===== config.mk =====
export PLATFORM = sky130hd
export DESIGN_NAME = rom_burst_reader
export DESIGN_NICKNAME = d
export VERILOG_FILES = /design/src/rtl/rom_burst_reader_pkg.sv /design/src/rtl/rom_burst_reader.sv
export SDC_FILE = /design/constraint.sdc
export NUM_CORES = 1
export LEC_CHECK = 0
export BUFFER_PORTS_ARGS = -buffer_cell sky130_fd_sc_hd__buf_2
export CORE_MARGIN = 2
export CORE_UTILIZATION = 30
export DETAILED_ROUTE_END_ITERATION = 10
export PLACE_DENSITY = 0.52
export SYNTH_ARGS = -nofsm -noshare
export SYNTH_HDL_FRONTEND = slang
export SYNTH_SLANG_ARGS = --single-unit

===== constraint.sdc =====
create_clock -name clk_i -period 2.7 [get_ports clk_i]
set_input_delay 0.405 -clock clk_i [delete_from_list [all_inputs] [get_ports clk_i]]
set_output_delay 0.405 -clock clk_i [all_outputs]
set_load 0.02 [all_outputs]

===== src/rtl/rom_burst_reader_pkg.sv =====
// Shared definitions for the ROM burst fetch stage: default geometry and FSM state encoding.
package rom_burst_reader_pkg;

    localparam int WIDTH_DEF = 8;
    localparam int AW_DEF    = 5;
    localparam int LW_DEF    = 6;

    typedef enum logic [1:0] {
        ST_IDLE = 2'd0,
        ST_READ = 2'd1,
        ST_WAIT = 2'd2,
        ST_FIN  = 2'd3
    } state_e;

endpackage


===== src/rtl/rom_burst_reader.sv =====
// Burst reader in front of an asynchronous ROM: walks LEN consecutive addresses and
// presents each captured word on a valid/ready stream, one word per two cycles at best.
module rom_burst_reader
    import rom_burst_reader_pkg::*;
#(
    parameter int WIDTH = WIDTH_DEF,
    parameter int AW    = AW_DEF,
    parameter int LW    = LW_DEF
) (
    input  logic             clk_i,
    input  logic             rst_n_i,
    input  logic             start_i,
    input  logic [AW-1:0]    start_addr_i,
    input  logic [LW-1:0]    len_i,
    output logic [AW-1:0]    rom_addr_o,
    output logic             rom_cs_o,
    output logic             rom_oe_o,
    input  logic [WIDTH-1:0] rom_data_i,
    output logic [WIDTH-1:0] out_data_o,
    output logic [AW-1:0]    out_addr_o,
    output logic             out_valid_o,
    input  logic             out_ready_i,
    output logic             busy_o,
    output logic             done_o
);

    localparam logic [LW-1:0] MAX_LEN = LW'(2**AW);

    state_e           state_q, state_d;
    logic [AW-1:0]    addr_q, addr_d;
    logic [LW-1:0]    rem_q, rem_d;
    logic [AW-1:0]    rom_addr_q, rom_addr_d;
    logic [WIDTH-1:0] out_data_q, out_data_d;
    logic [AW-1:0]    out_addr_q, out_addr_d;
    logic             out_valid_q, out_valid_d;

    // Out-of-range lengths become a full sweep of the ROM.
    function automatic logic [LW-1:0] clamp_len(input logic [LW-1:0] l);
        return (l > MAX_LEN) ? MAX_LEN : l;
    endfunction

    always_ff @(posedge clk_i or negedge rst_n_i) begin
        if (!rst_n_i) begin
            state_q     <= ST_IDLE;
            addr_q      <= '0;
            rem_q       <= '0;
            rom_addr_q  <= '0;
            out_data_q  <= '0;
            out_addr_q  <= '0;
            out_valid_q <= 1'b0;
        end else begin
            state_q     <= state_d;
            addr_q      <= addr_d;
            rem_q       <= rem_d;
            rom_addr_q  <= rom_addr_d;
            out_data_q  <= out_data_d;
            out_addr_q  <= out_addr_d;
            out_valid_q <= out_valid_d;
        end
    end

    always_comb begin
        state_d     = state_q;
        addr_d      = addr_q;
        rem_d       = rem_q;
        rom_addr_d  = rom_addr_q;
        out_data_d  = out_data_q;
        out_addr_d  = out_addr_q;
        out_valid_d = out_valid_q;
        unique case (state_q)
            ST_IDLE: begin
                if (start_i) begin
                    addr_d = start_addr_i;
                    rem_d  = clamp_len(len_i);
                    if (clamp_len(len_i) == '0) begin
                        state_d = ST_FIN;
                    end else begin
                        // ROM address is loaded on entry to READ so it is glitch-free there.
                        rom_addr_d = start_addr_i;
                        state_d    = ST_READ;
                    end
                end
            end
            ST_READ: begin
                out_data_d  = rom_data_i;
                out_addr_d  = addr_q;
                out_valid_d = 1'b1;
                state_d     = ST_WAIT;
            end
            ST_WAIT: begin
                if (out_ready_i) begin
                    out_valid_d = 1'b0;
                    addr_d      = addr_q + AW'(1);
                    rem_d       = (rem_q != '0) ? rem_q - LW'(1) : '0;
                    if (rem_q <= LW'(1)) begin
                        state_d = ST_FIN;
                    end else begin
                        rom_addr_d = addr_q + AW'(1);
                        state_d    = ST_READ;
                    end
                end
            end
            ST_FIN: begin
                state_d = ST_IDLE;
            end
            default: begin
                state_d = ST_IDLE;
            end
        endcase
    end

    assign rom_addr_o  = rom_addr_q;
    assign rom_cs_o    = (state_q != ST_READ);
    assign rom_oe_o    = (state_q == ST_READ);
    assign out_data_o  = out_data_q;
    assign out_addr_o  = out_addr_q;
    assign out_valid_o = out_valid_q;
    assign busy_o      = (state_q != ST_IDLE);
    assign done_o      = (state_q == ST_FIN);

endmodule


==> summary.md <==
| Metric | Value |
|---|---|
| Ranking of synthesized cells by area | dfrtp_1, mux2_1, mux2_2, mux2_4, a21oi_1 |
| Vias | 1221 |
| Antenna violations before repair | 0 |
| MaxCap Viol Count | 0 |
| Fmax | about 520 MHz |
| Power per cell area | 1258 nW/µm² |
| Worst Skew | about 0.01 ns |
| Syn Nets | about 170 |
| H-tree lvl count | 2 |
| Resized cells post-CTS | 0 |
| Avg Cell Area, Syn | roughly 12 µm² |
| Tmin final | 1.920 ns |
| Post-Route WL | 3.461 mm |
| GRT overflow | 0 |
| Routability cong. | between 0.7 and 0.8 |
| Initial Utilization | roughly 31% |
| Dominant cell type by area after synthesis | dfrtp_1 |
| DIE AREA | ~6000 µm² |
| DRT iter0 DRCs | 46 |
| Row count | 26 |
| Crit share post-route | a little under three quarters |
| ANT cells | 0 |
| Startpoint types | flip-flop |
| Wirelength per Cell | about 14 µm |
| Endpoint type of the worst setup path | flip-flop |
| Fin util | 38.24% |
| P&R area growth vs syn | 22.07% |
| Tot Pwr | 2473 µW |
| Min-delay worst type | input pin to async pin |
| Yosys reg bits | 32 |
| Rel. slew slack | between 50% and 60% |
| EDFF count, synth | 0 |
| PortBufs | 45 |
| Leakage | slightly above 0.0009 µW |
| Total global routing track utilization | 12.40% |
| Hpwl dp | approximately 2.6 mm |
| Global-route wire length before repair | between 5 and 6 mm |
| Share of layout cells above drive strength 1 | 38.71% |
| CP required | between 2 and 3 ns |
| CTS tree | yes |
| Primary FF master, synth | dfrtp_1 |
| Sum of negative setup slack | 0 ns |
| CTS Buf Count | 5 |
| Status | finished, final reports clean |
| Worst VDD drop | 0.4387 mV |
| # IOs | 46 |
| Area of the core | just over 5000 µm² |
| Post-synthesis sequential area ratio | between 40 and 50% |
| First-pass DRT Iterations | 4 |
| DP Worst Slack | ~0.6 ns |
| Post-synth top cells | dfrtp_1, a21oi_1, mux2_1 |
| Placed insts | 248 |
| Finish-stage setup viols | 0 |
| Worst Max-Slew Pin Slew | about 0.71 ns |
| Die width | around 77 µm |
| Vias per cell | between 4 and 5 |
| Most numerous cell in the Yosys netlist | dfrtp_1 |
| Synth Cell Area | approximately 1600 µm² |
| Fin. Hold Viols | 0 |
| Worst setup path class | flip-flop to flip-flop |
| Reg clk slew, reported paths | roughly 0.070 ns |
| CP Launch Point | rem_q[2]$_DFFE_PN0P_ |
| Routed Antenna Nets | 0 |
| RSZ-0062 raised after global routing | no |
| Footprint of the multi-input gates | just over 700 µm² |
| Ys async rst share | 100.0% |
| FF/Latch Area | between 800 and 900 µm² |
| Fin. max-slew vios | 0 |
| Sink Count | 32 |
| Synth cell types | 41 |
| NumNets Final | approximately 210 |
| Largest net degree at the start of global routing | 33 |
| Vias in the first global route | approximately 1.2k |
| Cell count after synthesis | approximately 140 |
| R2r startpoint | rem_q[2]$_DFFE_PN0P_ |
| CTS Buffer Depth | 2 |
| Root Buffer | clkbuf_8 |
| Crit path DAT | approximately 2.1 ns |
| Crit Path Max Fanout | 6 |
| Final non-filler cell total | ~260 |
| Chip height | about 77 µm |
| Worst-Skew Late Latency | roughly 0.28 ns |
| DRC | 0 |
| PnR worst setup slack | between 0.7 and 0.8 ns |
| Post-synth top area share | 49.73% |
| Post-CTS Hold Buffers | 0 |
| Syn. warnings | 0 |
| Fillers | 530 |
| Post CTS Setup Buffer Count | 0 |
-- power breakdown --
group / leakage [µW] / switching (µW) / internal [µW]
Sequential: 0.000381 / 187 / 720
Combinational: 0.000498 / 676 / 516
Clock: 0.0000510 / 172 / 203
Total: 0.000930 / 1030 / 1440
-- state kept, by name (all words and copies together) (netlist names) --
signal	cells
addr_q	5
out_addr_o	5
out_data_o	8
out_valid_o	1
rem_q	6
rom_addr_o	5
state_q	2
-- through the flow --
stage	cell area [µm²]	hold slack, ns
detailed placement	1873	0.4713
global route	1966	0.2244
global placement	1873	0.4667
CTS	1966	0.1997
floorplan	1610	0.1094
finish	1966	0.1739
-- cell families after synthesis --
group | after synthesis | share of synthesized area [%]
simple gates | 33 | 11.73
compound gates | 32 | 12.43
flops | 32 | 49.73
mux | 22 | 16.47
buf+inv | 14 | 5.672
xor+xnor | 3 | 1.632
fa+ha+maj | 3 | 2.331
-- metal layers --
layer | track usage (%) | part of all wire, %
met1 | 15.51 | 45
met3 | 4.706 | 6.3
met5 | 0 | 0
met4 | 4.821 | 1.4
met2 | 19.30 | 47
-- critical path, cell delays in order (launching register included) --
cell and delay, ns:
dfrtp_1 0.44, nor4_1 0.60, o211ai_2 0.26, nand3_4 0.20
mux2_4 0.31
-- cell usage in the layout (no fill, tap or decap), types with 2 or more instances in the layout --
cell	synthesis	layout
mux2_2	7	7
clkinv_2	0	2
inv_1	6	6
a21oi_1	11	11
nand2b_1	2	2
mux2_1	9	9
nand3_1	2	2
nor2b_1	2	2
nand2_1	7	7
o21ai_0	4	4
dfrtp_1	32	32
o21ai_1	6	6
buf_2	1	45
nor3_1	2	2
ha_1	3	3
a221oi_1	2	2
a32oi_1	2	2
nor2_1	8	8
xor2_1	2	2
mux2_4	5	5
clkbuf_8	0	6
-- final cells by class --
| class | instances | share of cell area, % |
|---|---|---|
| clock inverter | 2 | 0.5092 |
| multi-input combinational | 93 | 36.54 |
| timing repair buffer | 46 | 11.84 |
| sequential | 32 | 40.74 |
| inverter | 7 | 1.719 |
| tap | 70 | 4.456 |
| clock buffer | 6 | 4.201 |
-- final timing paths --
kind,cells after the start,slack (ns),end
max in group asynchronous,1,2.06,out_data_o[7]$_DFFE_PN0P_
hold reg to reg,1,0.49,out_data_o[3]$_DFFE_PN0P_
hold / removal,1,0.17,rem_q[3]$_DFFE_PN0P_
min in group clk_i,2,0.34,out_data_o[4]$_DFFE_PN0P_
setup reg to reg,4,0.78,rom_addr_o[3]$_DFFE_PN0P_
setup / recovery,4,0.78,rom_addr_o[3]$_DFFE_PN0P_
Note: power is estimated with default switching activity, not from simulation.
